$ cat src/rtl/encoder_pkg.sv
// rtl/encoder_pkg.sv - 64b/66b encoder constants shared by the TX scrambler/gearbox stage
//
// Purpose: sync-header codes, scrambler taps and gearbox sequence limits used
//          by the encoder datapath, the TX scrambler/gearbox and RX bench models.
// Contents:
//   SYNC_DATA / SYNC_CTL   2-bit 64b/66b sync headers
//   SCR_TAP_A / SCR_TAP_B  x^58 + x^39 + 1 scrambler taps
//   SCR_STATE_W            scrambler history width
//   GB_SEQ_MAX             last value of the GT external gearbox sequence
//   gb_phase_e             which half of a 64-bit block the gearbox is on
//   gb_is_pause()          true on the gearbox pause count
`timescale 1ns/1ps
package encoder_pkg;

  localparam logic [1:0] SYNC_DATA = 2'b01;
  localparam logic [1:0] SYNC_CTL  = 2'b10;

  localparam int SCR_TAP_A   = 39;
  localparam int SCR_TAP_B   = 58;
  localparam int SCR_STATE_W = 58;

  localparam logic [5:0] GB_SEQ_MAX = 6'd32;

  typedef enum logic {
    PH_LOWER = 1'b0,
    PH_UPPER = 1'b1
  } gb_phase_e;

  function automatic logic gb_is_pause(input logic [5:0] seq);
    return seq == GB_SEQ_MAX;
  endfunction

endpackage

$ cat src/rtl/scrambler_64b.sv
// rtl/scrambler_64b.sv - combinational x^58+x^39+1 self-synchronous scrambler, 64 bits per call
//
// Purpose: scrambles one 64-bit block, bit 0 first, against the previous 58
//          scrambled bits. Pure combinational so it can be shared by the TX
//          datapath and by descrambler models.
// Ports:
//   data     in  64  plain block, bit 0 transmitted first
//   state_in in  58  last 58 scrambled bits, state_in[57] most recent
//   scr      out 64  scrambled block; next state is scr[63:6]
`timescale 1ns/1ps
module scrambler_64b
  import encoder_pkg::*;
(
  input  logic [63:0]            data,
  input  logic [SCR_STATE_W-1:0] state_in,
  output logic [63:0]            scr
);

  localparam int A = SCR_TAP_A;
  localparam int W = SCR_STATE_W;

  // s[i] = d[i] ^ s[i-39] ^ s[i-58], with s[-k] = state_in[58-k].
  // The recurrence is split into three slices so no vector feeds itself:
  //   i = 0..38   both taps land in state_in
  //   i = 39..57  the 39-tap lands in s_lo, the 58-tap in state_in
  //   i = 58..63  both taps land in s_lo
  logic [A-1:0]  s_lo;
  logic [W-A-1:0] s_mid;
  logic [63-W:0] s_hi;

  always_comb begin
    s_lo  = data[A-1:0] ^ state_in[W-1:W-A] ^ state_in[A-1:0];
    s_mid = data[W-1:A] ^ s_lo[W-A-1:0]     ^ state_in[W-1:A];
    s_hi  = data[63:W]  ^ s_lo[63-A:W-A]    ^ s_lo[63-W:0];
    scr   = {s_hi, s_mid, s_lo};
  end

endmodule

$ cat src/rtl/tx_scramble_gearbox.sv
// rtl/tx_scramble_gearbox.sv - TX scrambler and 64-to-32 GT external-sequence gearbox
//
// Purpose: scrambles each 64-bit encoded block (header left clear), splits it
//          into two 32-bit GT words and runs the 0..32 gearbox sequence whose
//          last count is a pause the upstream stages honour.
// Ports:
//   i_txc            in  1   TX user clock, 32-bit word rate
//   i_reset_n        in  1   asynchronous active-low reset
//   i_init_done      in  1   link init complete; low holds the stage idle
//   i_txd            in  64  encoded block, held for both halves of the block
//   i_tx_header      in  2   sync header of that block
//   o_tx_pause       out 1   upstream must hold its word this cycle
//   o_gt_txd         out 32  GT TX data word
//   o_gt_txheader    out 2   GT TX header, meaningful on lower-half words
//   o_gt_txsequence  out 6   GT gearbox sequence carried with each word
`timescale 1ns/1ps
module tx_scramble_gearbox
  import encoder_pkg::*;
#(
  parameter bit                     SCR_BYPASS = 1'b0,
  parameter logic [SCR_STATE_W-1:0] SCR_SEED   = {SCR_STATE_W{1'b1}}
) (
  input  logic        i_txc,
  input  logic        i_reset_n,
  input  logic        i_init_done,
  input  logic [63:0] i_txd,
  input  logic [1:0]  i_tx_header,
  output logic        o_tx_pause,
  output logic [31:0] o_gt_txd,
  output logic [1:0]  o_gt_txheader,
  output logic [5:0]  o_gt_txsequence
);

  logic [5:0]             seq_q, seq_d;
  gb_phase_e              phase_q, phase_d;
  logic [SCR_STATE_W-1:0] state_q, state_d;
  logic [31:0]            upper_q, upper_d;
  logic [31:0]            txd_q, txd_d;
  logic [1:0]             hdr_q, hdr_d;

  logic [63:0] scr;
  logic [63:0] scr_sel;
  logic        pause;

  scrambler_64b u_scrambler (
    .data     (i_txd),
    .state_in (state_q),
    .scr      (scr)
  );

  // Bypass still advances the history from the transmitted bits, so
  // switching the build back on later keeps the same state semantics.
  assign scr_sel = SCR_BYPASS ? i_txd : scr;
  assign pause   = gb_is_pause(seq_q);

  always_comb begin
    seq_d   = seq_q;
    phase_d = phase_q;
    state_d = state_q;
    upper_d = upper_q;
    txd_d   = txd_q;
    hdr_d   = hdr_q;

    if (!i_init_done) begin
      // Any partially sent block is abandoned; restart cleanly at seq 0.
      seq_d   = '0;
      phase_d = PH_LOWER;
      state_d = SCR_SEED;
      upper_d = '0;
      txd_d   = '0;
      hdr_d   = SYNC_CTL;
    end else begin
      seq_d = pause ? 6'd0 : seq_q + 6'd1;
      // The pause count freezes the whole datapath; 32 non-pause counts are
      // exactly 16 blocks, so the pause always falls on a block boundary.
      if (!pause) begin
        phase_d = (phase_q == PH_LOWER) ? PH_UPPER : PH_LOWER;
        if (phase_q == PH_UPPER) begin
          txd_d   = scr_sel[31:0];
          hdr_d   = i_tx_header;
          upper_d = scr_sel[63:32];
          state_d = scr_sel[63:64-SCR_STATE_W];
        end else begin
          txd_d   = upper_q;
        end
      end
    end
  end

  always_ff @(posedge i_txc or negedge i_reset_n) begin
    if (!i_reset_n) begin
      seq_q   <= '0;
      phase_q <= PH_LOWER;
      state_q <= SCR_SEED;
      upper_q <= '0;
      txd_q   <= '0;
      hdr_q   <= SYNC_CTL;
    end else begin
      seq_q   <= seq_d;
      phase_q <= phase_d;
      state_q <= state_d;
      upper_q <= upper_d;
      txd_q   <= txd_d;
      hdr_q   <= hdr_d;
    end
  end

  assign o_tx_pause      = pause;
  assign o_gt_txd        = txd_q;
  assign o_gt_txheader   = hdr_q;
  assign o_gt_txsequence = seq_q;

endmodule

$ cat config.mk
export PLATFORM = sky130hd
export DESIGN_NAME = tx_scramble_gearbox
export DESIGN_NICKNAME = d
export VERILOG_FILES = /design/src/rtl/encoder_pkg.sv /design/src/rtl/scrambler_64b.sv /design/src/rtl/tx_scramble_gearbox.sv
export SDC_FILE = /design/constraint.sdc
export NUM_CORES = 1
export LEC_CHECK = 0
export ABC_AREA = 0
export BUFFER_PORTS_ARGS = -buffer_cell sky130_fd_sc_hd__buf_2
export CAP_MARGIN = 15
export CORE_MARGIN = 4
export CORE_UTILIZATION = 59
export CTS_CLUSTER_DIAMETER = 150
export CTS_CLUSTER_SIZE = 25
export DETAILED_ROUTE_END_ITERATION = 6
export MAX_ROUTING_LAYER = met4
export PLACE_DENSITY = 0.81
export REMOVE_ABC_BUFFERS = 1
export SYNTH_ARGS = -nofsm -noshare
export SYNTH_HDL_FRONTEND = slang
export SYNTH_HIERARCHICAL = 1
export SYNTH_SLANG_ARGS = --single-unit
$ cat constraint.sdc
create_clock -name i_txc -period 2.2 [get_ports i_txc]
set_clock_uncertainty 0.2 [all_clocks]
set_input_delay 0.11 -clock i_txc [delete_from_list [all_inputs] [get_ports i_txc]]
set_output_delay 0.11 -clock i_txc [all_outputs]
set_load 0.05 [all_outputs]
# Word level (Yosys, flattened, before mapping)

Index checks and enable logic that the tools add are counted.
W data, S select, Z words.

Register bits: 131
Output and inout port bits: 41
Logic and storage cells: 34

Add/sub/neg operators: 1
Eq/ne operators: 3
Mux-type cells: 17
Bitwise logic cells: 6
Reduce and logical (&&, ||, !) cells: 1

Operators by type and width:

| operator              | count |
|---|---|
| $mux W32              | 6 |
| $mux W58              | 3 |
| $xor A39 B39 Y39      | 2 |
| $xor A19 B19 Y19      | 2 |
| $mux W6               | 2 |
| $xor A6 B6 Y6         | 2 |
| $add A6 B1 Y6 const B | 1 |
| $eq A6 B6 Y1 const B  | 1 |
| $mux W2               | 3 |
| $mux W1               | 3 |
| $ne A2 B1 Y1 const B  | 1 |
| $ne A2 B2 Y1 const B  | 1 |
| $reduce_and A2 Y1     | 1 |

# Depth between registers and ports, before layout

Word-level depth: 7
Gate-level depth with buffers: 8
Gate-level depth less buffers: 5

# Cells and area by module

The synthesis kept the hierarchy.

Modules (own cells, without submodules):

| module              | instances | cells an instance | area each (um^2) | sequential area each (um^2) |
|---|---|---|---|---|
| tx_scramble_gearbox | 1         | 648               | 6691.4           | 3352.0 |
| scrambler_64b       | 1         | 122               | 1555.2           | 0.0 |

# Worst setup path after synthesis

OpenSTA, ideal clock, no wires.

Path type: reg-to-reg
Start point: register seq_q[0], in the netlist o_gt_txsequence[0]
End point: register upper_q[27]
Arrival time: 1.929 ns
Setup slack: -0.015 ns
Cell stages (with the launch flop): 9
Path buffers: 3
Clock period less this slack: 2.215 ns
Path through: dfrtp_1 -> inv_1 -> ha_1 -> nand2_1 -> buf_2 -> buf_4 -> clkbuf_1 -> a32oi_1 -> o211ai_1

Cells in the longest elaborated chain, start to end: 3

RTL lines:

| item                               | line                       | text |
|---|---|---|
| start: declaration                 | tx_scramble_gearbox.sv:34  | `logic [5:0] seq_q, seq_d;` |
| start signal: assignment           | tx_scramble_gearbox.sv:99  | `seq_q <= seq_d;` |
| $eq A6 B6 Y1                       | encoder_pkg.sv:30          | `return seq == GB_SEQ_MAX;` |
| $ne A2 B2 Y1 (no source line)      | n/a                        |  |
| $reduce_and A2 Y1 (no source line) | n/a                        |  |
| end signal: assignment             | tx_scramble_gearbox.sv:102 | `upper_q <= upper_d;` |
| end: declaration                   | tx_scramble_gearbox.sv:37  | `logic [31:0] upper_q, upper_d;` |

No other way between the ends.
A chain may end at the register's enable or synchronous reset.

# Final worst setup path

Start point: register seq_q[3], in the netlist o_gt_txsequence[3]
End point: register state_q[44]

Cells in the longest elaborated chain, start to end: 3

RTL lines:

| item                               | line                       | text |
|---|---|---|
| $eq A6 B6 Y1                       | encoder_pkg.sv:30          |  |
| $ne A2 B2 Y1 (no source line)      | n/a                        |  |
| $reduce_and A2 Y1 (no source line) | n/a                        |  |
| end signal: assignment             | tx_scramble_gearbox.sv:101 | `state_q <= state_d;` |
| end: declaration                   | tx_scramble_gearbox.sv:36  | `logic [SCR_STATE_W-1:0] state_q, state_d;` |

No other way between the ends.

==> impl_metrics.csv <==
group,metric,value,unit
routing,post-route-drc-count,0,
timing,relSlewSlack,0.444,
final_layout,fin_cells,1047,
cts,cts_root_buffer,"clkbuf_16",
routing,vias,6921,
logic_synthesis,synth-simple-area-share,0.0696,
timing,max_freq,461,MHz
final_layout,syn_to_final_growth,17.6,%
routing,dr.pass1.iters,6,
cts,cts_htree_levels,4,
logic_synthesis,synth_top_area_frac,0.218,
final_layout,nNetsFinal,929,
die,start_util,0.613,
final_layout,post-route-util,0.721,
logic_synthesis,synth_top_family_by_area,"compound AO/OA/AOI/OAI gates",
power,peakVddDrop,0.000623,V
cts,cts_sinks,131,
worst_setup_path,rr_worst_depth,4,
cts,cts_buffers,17,
power,leakage,4.45,nW
cts,cts_tree,"yes",
routing,vias_per_cell,6.61,
grt,grt_max_degree,106,
logic_synthesis,synth_top_area_cell,"dfrtp_1",
logic_synthesis,synth.area.top_cells,"dfrtp_1 (22%), dfstp_2 (19%), o211ai_1 (6.8%)",
worst_hold_path,holdPathStages,5,
worst_setup_path,worst-path-max-fanout,59,
final_layout,final_common_cell,"buf_2",
logic_synthesis,synthAdderAreaFrac,0.00303,
timing,finalCriticalPeriod,2.17,ns
logic_synthesis,yosys_warnings,6,
grt,antenna_found_initial,0,
die,ioPinCount,110,
routing,post_drt_wl_per_cell,21.1,µm
cts,clk_pin_slew,0.05,ns
place,dpl.hpwl,13500,µm
cts,cts_buffer_depth,2,
timing,setup_viol,0,
timing,grt_setup_unrepaired,"true",
die,coreArea,13500,µm²
die,fp.dieH,126,µm
logic_synthesis,synth-compound-area-share,0.216,
grt,grt_pass1_wl,36500,µm
place,place_area,8920,µm²
grt,track_usage,0.289,
run,drv_cap,0,
logic_synthesis,synth_cells,770,
grt,first_global_vias,7083,
status,status,"complete, no violations",
routing,drtIter0Drc,896,
timing,slew_violations,0,
worst_setup_path,rr_endpoint,"state_q[44]",
die,fp.dieArea,15900,µm²
place,dp.cells,995,
logic_synthesis,syn_area,8250,µm²
worst_hold_path,hp-start,"i_txd[31]",
routing,ant_nets,0,
place,place.gp.congestion,0.818,
worst_setup_path,worstPathRequired,2.33,ns
logic_synthesis,ys_seq_area_frac,0.406,
cts,worstSkewPairLatency,0.42,ns
worst_hold_path,holdPathEnd,"state_q[25]",
final_layout,final_cell_mix,"buf_2 (106), o211ai_1 (75), dfrtp_1 (70)",
grt,grt_overflow,0,
timing,final_hold_viol_count,0,
place,port_buffers,109,
routing,routed_wl,22100,µm
worst_setup_path,end_kind,"register",
logic_synthesis,synth_mux_area_frac,0.0402,
power,power_density,834,nW/µm²
final_layout,antenna_cells,0,
worst_setup_path,rr_startpoint,"o_gt_txsequence[3]",
worst_setup_path,arrival,2.30,ns
worst_setup_path,worst_setup_path_start_kind,"register",
logic_synthesis,ys_types,35,
worst_setup_path,regToRegSetupSlack,0.03,ns
final_layout,postLayoutCellArea,9700,µm²
timing,worstMarginPinSlew,0.833,ns
die,fp-row-count,42,
logic_synthesis,synth-xor-area-share,0.192,
logic_synthesis,syn-mean-instance-area,10.7,µm²
timing,period_share,0.986,
worst_setup_path,critPathKind,"register to register",
timing,tns,0,ns
timing,whs,0.0220,ns
final_layout,drive_above_1_share,0.299,
die,die_w,126,µm
logic_synthesis,synth-seq-cells,131,
worst_hold_path,hold_class,"primary input to register",
==> kinds of logic after synthesis <==
family / count (synthesis)
fa+ha+maj: 2
flops: 131
mux: 33
compound gates: 220
simple gates: 114
xor+xnor: 125
buf+inv: 145
==> through the flow <==
step | setup slack (ns) | power (mW)
after floorplan | -3.25 | 4.69
after global placement | 0.186 | 5.28
after detailed placement | 0.0851 | 5.37
after CTS | 0.0102 | 8.10
after global routing | -0.0504 | 8.43
final | 0.0316 | 8.09
==> sequential cells by signal, summed over array words and instances, names as in the netlist <==
name	flops
phase_q	1
o_gt_txsequence	6
upper_q	32
o_gt_txheader	2
state_q	58
o_gt_txd	32
==> worst max-delay path: stages, from the launching register on <==
cell	delay, ns
dfrtp_1	0.47
or3_4	0.43
buf_4	0.20
o21a_4	0.44
o221ai_1	0.31
==> cell usage after synthesis, drive strengths merged <==
cell     n
nand2   36
and2     4
dfstp   59
o211ai  85
clkbuf  52
xor3     6
nand4   31
o21ai   34
dfrtp   72
inv     61
nor2     4
buf     32
o311a   32
mux2     1
xnor3   19
xor2    20
mux2i   32
nand3   35
xnor2   80
or3      2
o21a     1
a31oi    1
o221ai  32
ha       2
a32oi   32
nor2b    1
a21oi    1
o311ai   2
and3b    1
==> what timing repair did <==
action | in CTS | in global routing
hold endpoints to repair | 104 | 0
buffers inserted | 1 | 0
pin swaps | 1 | 0
cloned | 1 | 0
hold buffers | 18 | 0
resized for setup | 4 | 3
endpoints found under the setup margin | 1 | 38
==> worst max path at each step <==
stage | startpoint | to | slack (ns)
after detailed placement | o_gt_txsequence[0] | state_q[51] | 0.09
after global routing | o_gt_txsequence[0] | state_q[44] | -0.05
after CTS | o_gt_txsequence[3] | o_gt_txsequence[3] | 0.01
final | o_gt_txsequence[3] | state_q[44] | 0.03
after global placement | o_gt_txsequence[0] | state_q[48] | 0.19
after floorplan | o_gt_txsequence[0] | phase_q | -3.25
==> power by group <==
group	switching, mW	internal (mW)	total [mW]
Clock	1.01	1.67	2.68
Sequential	0.278	2.78	3.05
Combinational	1.35	1.01	2.36
==> cell type report <==
| class | instances | area (µm²) |
|---|---|---|
| Inverter | 61 | 229 |
| Timing Repair Buffer | 152 | 1000 |
| Clock buffer | 28 | 547 |
| Tap cell | 176 | 220 |
| Clock inverter | 4 | 20.0 |
| Multi-Input combinational cell | 495 | 4320 |
| Fill cell | 983 | 3750 |
| Sequential cell | 131 | 3360 |
==> per-layer routing <==
metal | up-vias | GRT usage | share of wire
met5 | - | - | 0
met4 | 0 | 0.113 | 0.023
met3 | 44 | 0.0538 | 0.081
met2 | 392 | 0.445 | 0.49
met1 | 3419 | 0.383 | 0.41
li1 | 3066 | - | -
(Power assumes the default switching activity.)
